**config.mk**
```make
export PLATFORM = sky130hd
export DESIGN_NAME = vpg_mode_sequencer_flat
export DESIGN_NICKNAME = d
export VERILOG_FILES = /design/src/rtl/vpg_mode_sequencer_if.sv /design/src/rtl/vpg_mode_sequencer.sv /design/src/flat_wrapper.sv
export SDC_FILE = /design/constraint.sdc
export NUM_CORES = 1
export LEC_CHECK = 0
export ABC_CLOCK_PERIOD_IN_PS = 1700
export CORE_ASPECT_RATIO = 0.6
export CORE_MARGIN = 2
export CORE_UTILIZATION = 40
export DETAILED_ROUTE_END_ITERATION = 12
export GPL_TIMING_DRIVEN = 0
export PLACE_DENSITY = 0.71
export REMOVE_ABC_BUFFERS = 1
export SETUP_SLACK_MARGIN = 0.02
export SYNTH_ARGS = -nofsm -noshare
export SYNTH_HDL_FRONTEND = slang
export SYNTH_SLANG_ARGS = --single-unit
```
**constraint.sdc**
```tcl
create_clock -name clk_50 -period 1.7 [get_ports clk_50]
set_input_delay 0.255 -clock clk_50 [delete_from_list [all_inputs] [get_ports clk_50]]
set_output_delay 0.255 -clock clk_50 [all_outputs]
set_load 0.05 [all_outputs]
```
**src/rtl/vpg_mode_sequencer_if.sv**
```systemverilog
// Mode-request handshake between the requester (master) and the mode sequencer (slave).
interface vpg_mode_sequencer_if;
  logic [3:0] mode_req;
  logic       mode_req_valid;
  logic       mode_req_ready;

  modport master (output mode_req, output mode_req_valid, input  mode_req_ready);
  modport slave  (input  mode_req, input  mode_req_valid, output mode_req_ready);
endinterface

```
**src/rtl/vpg_mode_sequencer.sv**
```systemverilog
// Video mode switch sequencer: applies a requested mode and strobes the PLL reconfiguration.
// It then holds the timing generator in reset until the pixel PLL has relocked and settled.
module vpg_mode_sequencer #(
  parameter logic [3:0]  DEFAULT_MODE = 4'd0,
  parameter int unsigned UNLOCK_TO    = 1024,
  parameter int unsigned LOCK_TO      = 500000,
  parameter int unsigned SETTLE_CYC   = 65536,
  parameter int unsigned CNT_W        = 20
) (
  input  logic                       clk_50,
  input  logic                       reset_n,
  vpg_mode_sequencer_if.slave        req_if,
  input  logic                       gen_clk_locked,
  output logic [3:0]                 mode,
  output logic                       mode_change,
  output logic                       gen_reset_n,
  output logic                       blank,
  output logic                       busy,
  output logic                       error
);

  localparam logic [2:0] S_RUN         = 3'd0;
  localparam logic [2:0] S_APPLY       = 3'd1;
  localparam logic [2:0] S_WAIT_UNLOCK = 3'd2;
  localparam logic [2:0] S_WAIT_LOCK   = 3'd3;
  localparam logic [2:0] S_SETTLE      = 3'd4;
  localparam logic [2:0] S_ERROR       = 3'd5;

  localparam logic [CNT_W-1:0] UNLOCK_LIM = CNT_W'(UNLOCK_TO - 1);
  localparam logic [CNT_W-1:0] LOCK_LIM   = CNT_W'(LOCK_TO - 1);
  localparam logic [CNT_W-1:0] SETTLE_LIM = CNT_W'(SETTLE_CYC - 1);

  logic [2:0]       r_state;
  logic [2:0]       w_next;
  logic [CNT_W-1:0] r_cnt;
  logic             r_lk_meta;
  logic             r_lk_s;
  logic [3:0]       r_mode;
  logic             r_mode_change;
  logic             r_gen_reset_n;
  logic             r_blank;
  logic             r_busy;
  logic             r_error;
  logic             r_ready;
  logic             w_accept;
  logic             w_load_mode;
  logic             w_waiting;

  assign w_accept  = req_if.mode_req_valid & r_ready;
  assign w_waiting = (r_state == S_WAIT_UNLOCK) || (r_state == S_WAIT_LOCK) || (r_state == S_SETTLE);

  always_ff @(posedge clk_50 or negedge reset_n) begin
    if (!reset_n) begin
      r_lk_meta <= 1'b0;
      r_lk_s    <= 1'b0;
    end else begin
      r_lk_meta <= gen_clk_locked;
      r_lk_s    <= r_lk_meta;
    end
  end

  always_comb begin
    w_next      = r_state;
    w_load_mode = 1'b0;
    case (r_state)
      S_RUN: begin
        // A differing request wins over a simultaneous lock loss: the switch relocks anyway.
        if (w_accept && (req_if.mode_req != r_mode)) begin
          w_next      = S_APPLY;
          w_load_mode = 1'b1;
        end else if (!r_lk_s) begin
          w_next = S_WAIT_LOCK;
        end
      end
      S_APPLY:       w_next = S_WAIT_UNLOCK;
      S_WAIT_UNLOCK: if (!r_lk_s || (r_cnt == UNLOCK_LIM)) w_next = S_WAIT_LOCK;
      S_WAIT_LOCK: begin
        if (r_lk_s)                 w_next = S_SETTLE;
        else if (r_cnt == LOCK_LIM) w_next = S_ERROR;
      end
      S_SETTLE: begin
        if (!r_lk_s)                  w_next = S_WAIT_LOCK;
        else if (r_cnt == SETTLE_LIM) w_next = S_RUN;
      end
      S_ERROR: begin
        if (w_accept) begin
          w_next      = S_APPLY;
          w_load_mode = 1'b1;
        end else if (r_lk_s) begin
          w_next = S_SETTLE;
        end
      end
      default: w_next = S_WAIT_LOCK;
    endcase
  end

  // Outputs are decoded from the next state so they change on the transition edge itself.
  always_ff @(posedge clk_50 or negedge reset_n) begin
    if (!reset_n) begin
      r_state       <= S_WAIT_LOCK;
      r_cnt         <= '0;
      r_mode        <= DEFAULT_MODE;
      r_mode_change <= 1'b0;
      r_gen_reset_n <= 1'b0;
      r_blank       <= 1'b1;
      r_busy        <= 1'b1;
      r_error       <= 1'b0;
      r_ready       <= 1'b0;
    end else begin
      r_state <= w_next;
      if (w_next != r_state) r_cnt <= '0;
      else if (w_waiting)    r_cnt <= r_cnt + 1'b1;
      if (w_load_mode) r_mode <= req_if.mode_req;
      r_mode_change <= (w_next == S_APPLY);
      r_gen_reset_n <= (w_next == S_RUN);
      r_blank       <= (w_next != S_RUN);
      r_busy        <= (w_next != S_RUN) && (w_next != S_ERROR);
      r_ready       <= (w_next == S_RUN) || (w_next == S_ERROR);
      r_error       <= (w_next == S_ERROR) || (r_error && !w_accept);
    end
  end

  assign req_if.mode_req_ready = r_ready;
  assign mode        = r_mode;
  assign mode_change = r_mode_change;
  assign gen_reset_n = r_gen_reset_n;
  assign blank       = r_blank;
  assign busy        = r_busy;
  assign error       = r_error;

endmodule

```
**src/flat_wrapper.sv**
```systemverilog
// flat-port wrapper written by rule: the top's interface ports become plain ports
module vpg_mode_sequencer_flat 
#(
  parameter logic [3:0]  DEFAULT_MODE = 4'd0,
  parameter int unsigned UNLOCK_TO    = 1024,
  parameter int unsigned LOCK_TO      = 500000,
  parameter int unsigned SETTLE_CYC   = 65536,
  parameter int unsigned CNT_W        = 20
)
  (clk_50, reset_n, gen_clk_locked, mode, mode_change, gen_reset_n, blank, busy, error, req_if_mode_req, req_if_mode_req_valid, req_if_mode_req_ready);
  vpg_mode_sequencer_if req_if_i ();
  input  logic clk_50;
  input  logic reset_n;
  input  logic gen_clk_locked;
  output logic [3:0] mode;
  output logic mode_change;
  output logic gen_reset_n;
  output logic blank;
  output logic busy;
  output logic error;
  input wire logic [$bits(req_if_i.mode_req)-1:0] req_if_mode_req;
  input wire logic [$bits(req_if_i.mode_req_valid)-1:0] req_if_mode_req_valid;
  output wire logic [$bits(req_if_i.mode_req_ready)-1:0] req_if_mode_req_ready;
  assign req_if_i.mode_req = req_if_mode_req;
  assign req_if_i.mode_req_valid = req_if_mode_req_valid;
  assign req_if_mode_req_ready = req_if_i.mode_req_ready;
  vpg_mode_sequencer #(.DEFAULT_MODE(DEFAULT_MODE), .UNLOCK_TO(UNLOCK_TO), .LOCK_TO(LOCK_TO), .SETTLE_CYC(SETTLE_CYC), .CNT_W(CNT_W)) u_core (.clk_50(clk_50), .reset_n(reset_n), .req_if(req_if_i), .gen_clk_locked(gen_clk_locked), .mode(mode), .mode_change(mode_change), .gen_reset_n(gen_reset_n), .blank(blank), .busy(busy), .error(error));
endmodule
```
==> impl_metrics.ini <==
[run_status]
outcome = finished with violations
violations = negative setup slack

[synth]
synth_area_um2 = 2020
synth_top_family_by_area = simple AND/OR/NAND/NOR gates
synth_compound_area_share_pct = 10.3
synth_cells = 193
post_synth_and_or_nand_nor_area_fraction_pct = 27.3
synth_cell_types = 52
synth_seq_cells = 35
yosys_warnings = 0
ys_seq_area_share_pct = 43.7
syn_avg_cell_area_um2 = 10.4
synth_adder_area_share_pct = 0.621
ys_async_sr_fraction_pct = 100
synth.area.mux_share_pct = 2.92
synth_xor_area_share_pct = 11.2
synth-edff-count = 0
ys.flop_type = dfrtp_1

[setup_path]
r2r_cells = 7
critical_path_arrival_ps = 2130
r2r_setup_slack_ps = -220
path_class = reg2reg
critPathMaxFanout = 3
worst_setup_path_end_kind = register
cp-start-kind = register
r2r_end = u_core.blank$_DFF_PN1_
cp_data_required_time_ps = 1910
r2r-start = u_core.r_cnt[17]$_DFFE_PN0P_

[grt]
grt_use_total_pct = 17.9
grt_pass1_wl_um = 7510
grt_overflow_total = 0
grt_max_degree = 36
met1_usage_pct = 26.3
grtUsageMet3_pct = 4.58
grt_pass1_vias = 1515
antenna_found_initial = 0
grt.busiest_layer = met1
met2_usage_pct = 25.9

[sta]
slew_headroom_pct = 46.9
period_minus_slack_ps = 1920
finClkSkew_ps = 8.93
post-route-period-util_pct = 113
drv_slew = 0
hold_viol = 0
setup_ws_ps = -218
fmax_mhz = 522
finalSetupViolCount = 28
tightest_slew_ps = 797
rsz0062_at_grt = true

[pwr]
sw_frac_of_total_pct = 43.9
leakage_nw = 1.11
total_power_mw = 3.78
ir_worst_vdd_mv = 0.973
clock_power_share_pct = 16.5
p_switching_mw = 1.66
intPower_mw = 2.12
power-per-cell-area_nw_per_um2 = 1420
seqPwrFrac_pct = 30.5
comb_power_share_pct = 53.0

[placed_design]
gp_congestion = 0.874
place_ws_ps = -785
io_buffers = 17
dpl.hpwl_um = 2980

[route]
viasPerCell = 5.51
drc = 0
ant_nets = 0
vias = 1636
dr.first_iter.drc_count = 105
drt_first_pass_iters = 4
wl_per_cell_um = 16.3
wl_um = 4850

[cts]
clockBufferDepth = 2
clock_sinks = 35
root_buffer = clkbuf_8
cts_tree = yes
hold_buffers = 0
clock_latency_ps = 290
cts_buffers = 5
clk_pin_slew_ps = 70
htreeDepth = 2

[final_layout]
drive_gt1_share_pct = 41.0
regArea_um2 = 887
syn2layout_area_growth_pct = 31.9
antenna_cells = 0
nFillCells = 410
multi_input_area_um2 = 1230
layout.nets = 242

[floorplanning]
die-area_um2 = 5640
core_um2 = 4710
die_w_um = 95.6
initial_core_util_pct = 42.8
io_pins = 18
std_cell_rows = 19
die_h_um = 59.0

[worst_hold_path]
hold_class = in2async

[run]
drv_cap = 0
==> power groups by stage <==
stage                     registers (mW)  logic [mW]  clock network, mW
after floorplan                     1.43       0.797                  0
after global placement              1.19        1.41                  0
after detailed placement            1.20        1.52                  0
after CTS                           1.16        1.70              0.645
after global routing                1.17        2.13              0.684
final                               1.15        2.00              0.626
==> what timing repair did <==
item,4_1_cts,5_1_grt
setup buffers,12,10
gates resized for setup,26,28
endpoints found under the setup margin,39,31
pin swaps,11,8
cloned,0,0
hold endpoints to repair,0,0
==> sequential cells by signal (all words and copies together) (netlist names) <==
signal,flops
u_core.blank,1
u_core.busy,1
u_core.error,1
u_core.gen_reset_n,1
u_core.mode,4
u_core.mode_change,1
u_core.r_cnt,20
u_core.r_lk_meta,1
u_core.r_lk_s,1
u_core.r_state,3
u_core.req_if.mode_req_ready,1
==> cells by family after synthesis <==
family,Yosys count
and+or+nand+nor,89
DFF,35
AOI/OAI and AO/OA,27
xor gates and xnor gates,24
buffers and inverters,12
muxes,5
adders and majority gates,1
==> how the worst max path moves through the flow <==
stage	slack, ps	to	cells past startpoint	start
2_1_floorplan	-1180	u_core.r_cnt[11]$_DFFE_PN0P_	5	u_core.mode[2]$_DFFE_PN0P_
3_3_place_gp	-1750	u_core.r_cnt[16]$_DFFE_PN0P_	6	req_if_mode_req[2]
3_5_place_dp	-790	u_core.r_cnt[18]$_DFFE_PN0P_	7	req_if_mode_req[2]
4_1_cts	-170	u_core.r_cnt[9]$_DFFE_PN0P_	7	u_core.mode[0]$_DFFE_PN0P_
5_1_grt	-310	u_core.blank$_DFF_PN1_	7	u_core.r_cnt[8]$_DFFE_PN0P_
6_report	-220	u_core.blank$_DFF_PN1_	7	u_core.r_cnt[17]$_DFFE_PN0P_
==> cell usage after synthesis (all sizes together) (2+ instances only) <==
cell / number / area, um2
and3: 4 / 25.0
mux2: 4 / 45.0
o31ai: 2 / 20.0
a21oi: 4 / 23.8
nor2: 24 / 148
nor3: 5 / 35.0
nand4: 11 / 68.8
nand2: 19 / 71.3
nor4: 4 / 55.1
and4: 3 / 26.3
o21ai: 7 / 35.0
xor2: 15 / 131
inv: 5 / 18.8
nor2b: 4 / 25.0
dfstp: 4 / 105
nand3: 8 / 40.0
xnor2: 9 / 93.8
dfrtp: 31 / 776
and2: 3 / 21.3
buf: 7 / 61.3
==> final cells by class <==
| type | instances | share of cell area, % |
|---|---|---|
| clock buffers | 7 | 3.25 |
| clock inverters | 1 | 0.188 |
| inverters | 5 | 0.800 |
| multi-input cells | 146 | 46.4 |
| flip-flops and latches | 35 | 33.4 |
| well taps | 63 | 2.96 |
| repair buffers | 40 | 13.1 |
==> cells in the final DEF, fill, tap and decap left out, types with 5 or more instances in the layout <==
cell and count:
dfrtp_1 26, buf_4 20, nand2_1 19, nor2_2 16, xor2_1 15, nand4_1 11, dlygate4sd2_1 10, nand3_1 8
clkbuf_8 6, xnor2_2 5, clkdlybuf4s50_1 5, dfrtp_2 5
==> per-stage QoR <==
stage / cells / utilization [%] / TNS (ps) / cell area, um2 / hold slack, ps
finish: 297 / 56.5 / -4420 / 2660 / 44.3
global route: 297 / 56.5 / -7170 / 2660 / 114
CTS: 287 / 52.5 / -3660 / 2470 / 73.0
detailed placement: 267 / 47.2 / -17870 / 2220 / 343
global placement: 266 / 46.8 / -52390 / 2200 / 335
floorplan: 186 / - / -24090 / 1950 / -40.6
==> metal layers <==
layer / routed length [um] / up-vias
met5: 0 / -
met3: 329 / 7
met4: 55 / 0
met2: 2170 / 67
met1: 2290 / 798
li1: - / 764
==> worst max-delay path, stage by stage, from the launching register on <==
cell and delay (ps):
dfrtp_1 400, nor4b_2 270, nand4_1 150, buf_4 180, o2111ai_2 190, o311a_4 260, inv_4 40, or3_4 350
No activity file was read; power rests on OpenSTA's default activity.
